==> src/rtl/alu_cmd_sequencer.sv <==
// Issue stage for the clocked ALU: queues operand/opcode commands, drives one at a
// time onto the ALU, holds it for LATENCY edges, then returns the result on valid/ready.
module alu_cmd_sequencer #(
    parameter int WIDTH   = 32,
    parameter int DEPTH   = 4,
    parameter int LATENCY = 2
) (
    input  logic                     clk,
    input  logic                     rst,
    input  logic                     in_valid,
    output logic                     in_ready,
    input  logic [WIDTH-1:0]         in_a,
    input  logic [WIDTH-1:0]         in_b,
    input  logic [2:0]               in_op,
    output logic [WIDTH-1:0]         alu_a,
    output logic [WIDTH-1:0]         alu_b,
    output logic [2:0]               alu_op,
    input  logic [WIDTH-1:0]         alu_o,
    output logic                     out_valid,
    input  logic                     out_ready,
    output logic [WIDTH-1:0]         out_result,
    output logic [WIDTH-1:0]         out_a,
    output logic [WIDTH-1:0]         out_b,
    output logic [2:0]               out_op,
    output logic                     busy,
    output logic [$clog2(DEPTH):0]   fifo_count
);

    localparam int AW   = $clog2(DEPTH);
    localparam int CW   = AW + 1;
    localparam int CNTW = $clog2(LATENCY + 1);

    typedef enum logic [1:0] {
        ST_IDLE = 2'd0,
        ST_WAIT = 2'd1,
        ST_HOLD = 2'd2
    } state_t;

    logic [WIDTH-1:0] r_mem_a  [DEPTH];
    logic [WIDTH-1:0] r_mem_b  [DEPTH];
    logic [2:0]       r_mem_op [DEPTH];
    logic [AW-1:0]    r_wr_ptr;
    logic [AW-1:0]    r_rd_ptr;
    logic [CW-1:0]    r_count;

    state_t           r_state;
    logic [CNTW-1:0]  r_cnt;
    logic [WIDTH-1:0] r_alu_a;
    logic [WIDTH-1:0] r_alu_b;
    logic [2:0]       r_alu_op;
    logic             r_out_valid;
    logic [WIDTH-1:0] r_out_result;
    logic [WIDTH-1:0] r_out_a;
    logic [WIDTH-1:0] r_out_b;
    logic [2:0]       r_out_op;

    logic w_push;
    logic w_pop;

    // in_ready depends only on the registered count, so neither in_valid nor out_ready reach it
    assign in_ready   = (r_count < CW'(DEPTH));
    assign w_push     = in_valid && in_ready;
    assign w_pop      = (r_state == ST_IDLE) && (r_count != CW'(0));
    assign busy       = (r_state != ST_IDLE) || (r_count != CW'(0));
    assign fifo_count = r_count;

    assign alu_a      = r_alu_a;
    assign alu_b      = r_alu_b;
    assign alu_op     = r_alu_op;
    assign out_valid  = r_out_valid;
    assign out_result = r_out_result;
    assign out_a      = r_out_a;
    assign out_b      = r_out_b;
    assign out_op     = r_out_op;

    // Command FIFO storage, pointers and occupancy
    always_ff @(posedge clk or posedge rst) begin
        if (rst) begin
            for (int i = 0; i < DEPTH; i++) begin
                r_mem_a[i]  <= '0;
                r_mem_b[i]  <= '0;
                r_mem_op[i] <= 3'd0;
            end
            r_wr_ptr <= '0;
            r_rd_ptr <= '0;
            r_count  <= '0;
        end else begin
            if (w_push) begin
                r_mem_a[r_wr_ptr]  <= in_a;
                r_mem_b[r_wr_ptr]  <= in_b;
                r_mem_op[r_wr_ptr] <= in_op;
                r_wr_ptr           <= r_wr_ptr + AW'(1);
            end
            if (w_pop) begin
                r_rd_ptr <= r_rd_ptr + AW'(1);
            end
            case ({w_push, w_pop})
                2'b10:   r_count <= r_count + CW'(1);
                2'b01:   r_count <= r_count - CW'(1);
                default: r_count <= r_count;
            endcase
        end
    end

    // Issue FSM: pop into ALU inputs, wait out the latency, present and hold the result
    always_ff @(posedge clk or posedge rst) begin
        if (rst) begin
            r_state      <= ST_IDLE;
            r_cnt        <= '0;
            r_alu_a      <= '0;
            r_alu_b      <= '0;
            r_alu_op     <= 3'd0;
            r_out_valid  <= 1'b0;
            r_out_result <= '0;
            r_out_a      <= '0;
            r_out_b      <= '0;
            r_out_op     <= 3'd0;
        end else begin
            case (r_state)
                ST_IDLE: begin
                    if (w_pop) begin
                        r_alu_a  <= r_mem_a[r_rd_ptr];
                        r_alu_b  <= r_mem_b[r_rd_ptr];
                        r_alu_op <= r_mem_op[r_rd_ptr];
                        r_cnt    <= CNTW'(LATENCY);
                        r_state  <= ST_WAIT;
                    end else begin
                        r_state  <= ST_IDLE;
                    end
                end
                ST_WAIT: begin
                    if (r_cnt > CNTW'(1)) begin
                        r_cnt <= r_cnt - CNTW'(1);
                    end else begin
                        r_out_result <= alu_o;
                        r_out_a      <= r_alu_a;
                        r_out_b      <= r_alu_b;
                        r_out_op     <= r_alu_op;
                        r_out_valid  <= 1'b1;
                        r_state      <= ST_HOLD;
                    end
                end
                ST_HOLD: begin
                    if (out_ready) begin
                        r_out_valid <= 1'b0;
                        r_state     <= ST_IDLE;
                    end else begin
                        r_state     <= ST_HOLD;
                    end
                end
                default: begin
                    r_out_valid <= 1'b0;
                    r_state     <= ST_IDLE;
                end
            endcase
        end
    end

endmodule

==> config.mk <==
export PLATFORM = sky130hd
export DESIGN_NAME = alu_cmd_sequencer
export DESIGN_NICKNAME = d
export VERILOG_FILES = /design/src/rtl/alu_cmd_sequencer.sv
export SDC_FILE = /design/constraint.sdc
export NUM_CORES = 1
export LEC_CHECK = 0
export ABC_AREA = 1
export BUFFER_PORTS_ARGS = -buffer_cell sky130_fd_sc_hd__buf_2
export CAP_MARGIN = 20
export CELL_PAD_IN_SITES_DETAIL_PLACEMENT = 1
export CELL_PAD_IN_SITES_GLOBAL_PLACEMENT = 2
export CORE_UTILIZATION = 37
export DETAILED_ROUTE_END_ITERATION = 12
export GPL_TIMING_DRIVEN = 0
export HOLD_SLACK_MARGIN = 0.08
export PLACE_DENSITY_LB_ADDON = 0.1
export SETUP_SLACK_MARGIN = 0.2
export SLEW_MARGIN = 10
export SYNTH_ARGS = -nofsm -noshare
export SYNTH_HDL_FRONTEND = slang
export SYNTH_SLANG_ARGS = --single-unit
==> constraint.sdc <==
create_clock -name clk -period 35.1 [get_ports clk]
set_input_delay 7.02 -clock clk [delete_from_list [all_inputs] [get_ports clk]]
set_output_delay 7.02 -clock clk [all_outputs]
set_load 0.01 [all_outputs]
==> impl_metrics.csv <==
group,metric,value,unit
logic_synthesis,syn_nets,2595,
sta,worstMarginPinSlew,725,ps
layout,diodes,0,
die,dieArea,55000,µm²
clocking,cts_sinks,446,
hold_path,min_delay_path_depth,2,
clocking,cts_root_buf,"clkbuf_16",
setup_path,critical_path_arrival,1460,ps
clocking,clk_latency,590,ps
routing,drc,0,
clocking,post-cts-setup-buffers,0,
setup_path,r2r_end,"fifo_count[2]",
clocking,numCtsBuffers,52,
die,initial_core_util,0.378,
clocking,cts_resized,0,
sta,maxSlewHeadroom,0.517,
logic_synthesis,synth.area.mux_share,0,
placed_design,hpwl,44700,µm
routing,vias,16829,
routing,detail-route-antenna-nets,0,
hold_path,holdCritStartpoint,"out_b[28]",
clocking,clk_pin_slew_worst_paths,60,ps
die,die_x,235,µm
die,io_pins,275,
die,rows,84,
global_routing,grt_use_total,0.237,
logic_synthesis,syn_area_per_cell,8.05,µm²
global_routing,antenna_found_initial,0,
setup_path,ff2ff_setup_slack,32770,ps
hold_path,min_to,"out_b[28]",
clocking,cts_max_level,2,
setup_path,crit_buf_inv,1,
sta,timing_hold_violations_final,0,
logic_synthesis,synth_compound_area_frac,0.0942,
setup_path,cp.required,28080,ps
sta,setup_viol,0,
logic_synthesis,yosysSeqAreaShare,0.558,
logic_synthesis,synth_area_leaders,"dfrtp_1 (56%), nand2_1 (17%), inv_1 (8.4%), o21ai_1 (5.5%), o21ai_0 (3.7%)",
sta,fin_crit_sh,0.242,
die,core,53000,µm²
logic_synthesis,synth-seq-cells,446,
layout,fin_nets,2927,
setup_path,cp-end-kind,"output port",
layout,fill_cells,6561,
power,max-vdd-ir-drop,0.0431,mV
setup_path,crit_fanout,5,
clocking,cts_tree,"yes",
placed_design,place_area,22400,µm²
sta,fmax,0.118,GHz
setup_path,startpoint_type,"register",
sta,period_minus_slack,8480,ps
logic_synthesis,synth-adder-area-share,0.00475,
sta,skew,12.0,ps
clocking,cts_buffer_depth,3,
placed_design,pre_cts_slack,26580,ps
placed_design,routabilityCongestion,0.785,
logic_synthesis,synth_top_area_frac,0.558,
logic_synthesis,synth_xor_area_frac,0.00219,
sta,setup-tns-final,0,ps
sta,layout_setup_ws,26620,ps
status,status,"finished, final reports clean",
sta,maxSlewViolCount,0,
logic_synthesis,yosysWarnings,0,
layout,postLayoutCoreUtil,0.454,
global_routing,grt_pass1_vias,17543,
layout,syn_to_final_growth,20.2,%
flow_run,max-cap-violations,0,
setup_path,path_class,"reg2out",
placed_design,dp_cells,3451,
routing,post_drt_wl_per_cell,18.0,µm
routing,firstDrtPassIters,5,
layout,fin_cells,3543,
setup_path,cpPeakStageDelay,450,ps
logic_synthesis,synth_area_leader_cell,"dfrtp_1",
logic_synthesis,synth-simple-area-share,0.211,
layout,design_area,24100,µm²
placed_design,portBuffers,274,
sta,grt_setup_unrepaired,"false",
logic_synthesis,synthesis.area,20000,µm²
logic_synthesis,netlist_instances,2485,
setup_path,crit_chain,"nor2_1 > nand4_1 > buf_2",
power,powerDensity,101,nW/µm²
power,power_leakage,13.4,nW
global_routing,grt_max_degree,112,
global_routing,grt_overflow,0,
clocking,postCtsHoldBufs,0,
routing,routed_via_density,4.75,
routing,first_iter_violations,897,
setup_path,critical-path-top-delay-family,"flip-flops",
logic_synthesis,synth_top_family_by_area,"simple AND/OR/NAND/NOR gates",
logic_synthesis,netlist-cell-type-count,29,
setup_path,r2r-start,"r_state[1]",
setup_path,ff2ff_path_depth,10,
setup_path,cp_slowest_cell,"dfrtp_1",
routing,routed_wl,63700,µm
die,die_h,235,µm
global_routing,grt_pass1_wl,99800,µm
layout,drive_gt1_frac,0.161,
hold_path,hp-class,"reg2reg",
[through the flow]
stage | total power [mW] | hold WS (ps)
4_1_cts | 2.46 | 486
3_5_place_dp | 1.91 | 471
5_1_grt | 2.63 | 502
2_1_floorplan | 1.52 | 453
3_3_place_gp | 1.86 | 460
6_report | 2.42 | 480
[synthesized netlist by cell type, drive strengths merged]
cell type and number:
buf 88, nand2 922, ha 6, o21ai 372, fa 1, dfrtp 446
inv 451, nor3 1, a21oi 1, o21a 1, nor2 3, clkbuf 49
nand4 1, xor2 3, nand3 138, xnor2 2
[logic make-up after synthesis]
| family | after synthesis |
|---|---|
| fa+ha+maj | 7 |
| compound gates | 374 |
| xor+xnor | 5 |
| buf+inv | 588 |
| flops | 446 |
| simple gates | 1065 |
[worst max-delay path by stage]
stage / from / endpoint / slack (ps) / cells past startpoint
6_report: r_state[1] / busy / 26620 / 3
5_1_grt: r_state[1] / busy / 26510 / 3
4_1_cts: r_state[1] / busy / 26580 / 3
3_5_place_dp: rst / r_mem_b[104] / 26580 / 4
3_3_place_gp: rst / out_b[7] / 10270 / 2
2_1_floorplan: rst / alu_a[0] / 15650 / 1
[worst register-to-register path, stage by stage, from the launching register on]
cell and delay [ps]:
dfrtp_1 450, nor2_1 160, nand2_1 110, inv_2 210, buf_2 280, ha_1 210
inv_1 70, fa_1 380, nand2_1 80, nand3_1 90, xor2_1 150
[final cells by class]
type,instances,area [µm²],area share
multi-input cells,1451,6240,0.259
clock inverters,6,55.1,0.00229
inverters,451,1710,0.0709
clock buffers,86,1640,0.0682
flip-flops and latches,446,11200,0.464
repair buffers,278,1480,0.0616
plain buffers,137,916,0.0381
well taps,688,861,0.0358
[report_power, final]
part	internal, mW	switching (mW)	total (mW)
clock network	0.322	0.216	0.539
logic	0.352	0.655	1.01
registers	0.744	0.130	0.874
total	1.42	1.00	2.42
[state kept, by name, summed over array words and instances, names as in the netlist, 3 cells and up]
| register | flops |
|---|---|
| r_mem_a | 128 |
| r_mem_b | 128 |
| alu_a | 32 |
| alu_b | 32 |
| out_a | 32 |
| out_b | 32 |
| out_result | 32 |
| r_mem_op | 12 |
| alu_op | 3 |
| fifo_count | 3 |
| out_op | 3 |
[cell usage in the layout (no fill, tap or decap)]
| master | instances |
|---|---|
| o21ai_1 | 220 |
| xnor2_1 | 2 |
| buf_16 | 4 |
| inv_8 | 1 |
| nand4_1 | 1 |
| buf_1 | 1 |
| buf_8 | 10 |
| nand2_1 | 917 |
| ha_1 | 6 |
| a21oi_1 | 1 |
| nand2_2 | 1 |
| o21ai_0 | 149 |
| nor3_1 | 1 |
| xor2_1 | 3 |
| nand2_4 | 4 |
| o21ai_2 | 3 |
| clkbuf_2 | 1 |
| buf_2 | 308 |
| fa_1 | 1 |
| bufinv_16 | 1 |
| nor2_4 | 1 |
| clkbuf_16 | 53 |
| clkinv_2 | 5 |
| inv_2 | 4 |
| buf_12 | 1 |
| o21a_1 | 1 |
| buf_6 | 19 |
| buf_4 | 23 |
| nand3_1 | 138 |
| inv_6 | 1 |
| clkbuf_1 | 62 |
| dfrtp_1 | 446 |
| nor2_1 | 2 |
| inv_1 | 445 |
| clkbuf_8 | 19 |
[layer usage]
metal / vias up / GRT usage / part of all wire
li1: 8184 / - / -
met1: 8318 / 0.321 / 0.46
met2: 248 / 0.402 / 0.48
met3: 79 / 0.0326 / 0.034
met4: 0 / 0.0526 / 0.018
met5: - / 0 / 0
Note: power is estimated with default switching activity, not from simulation.
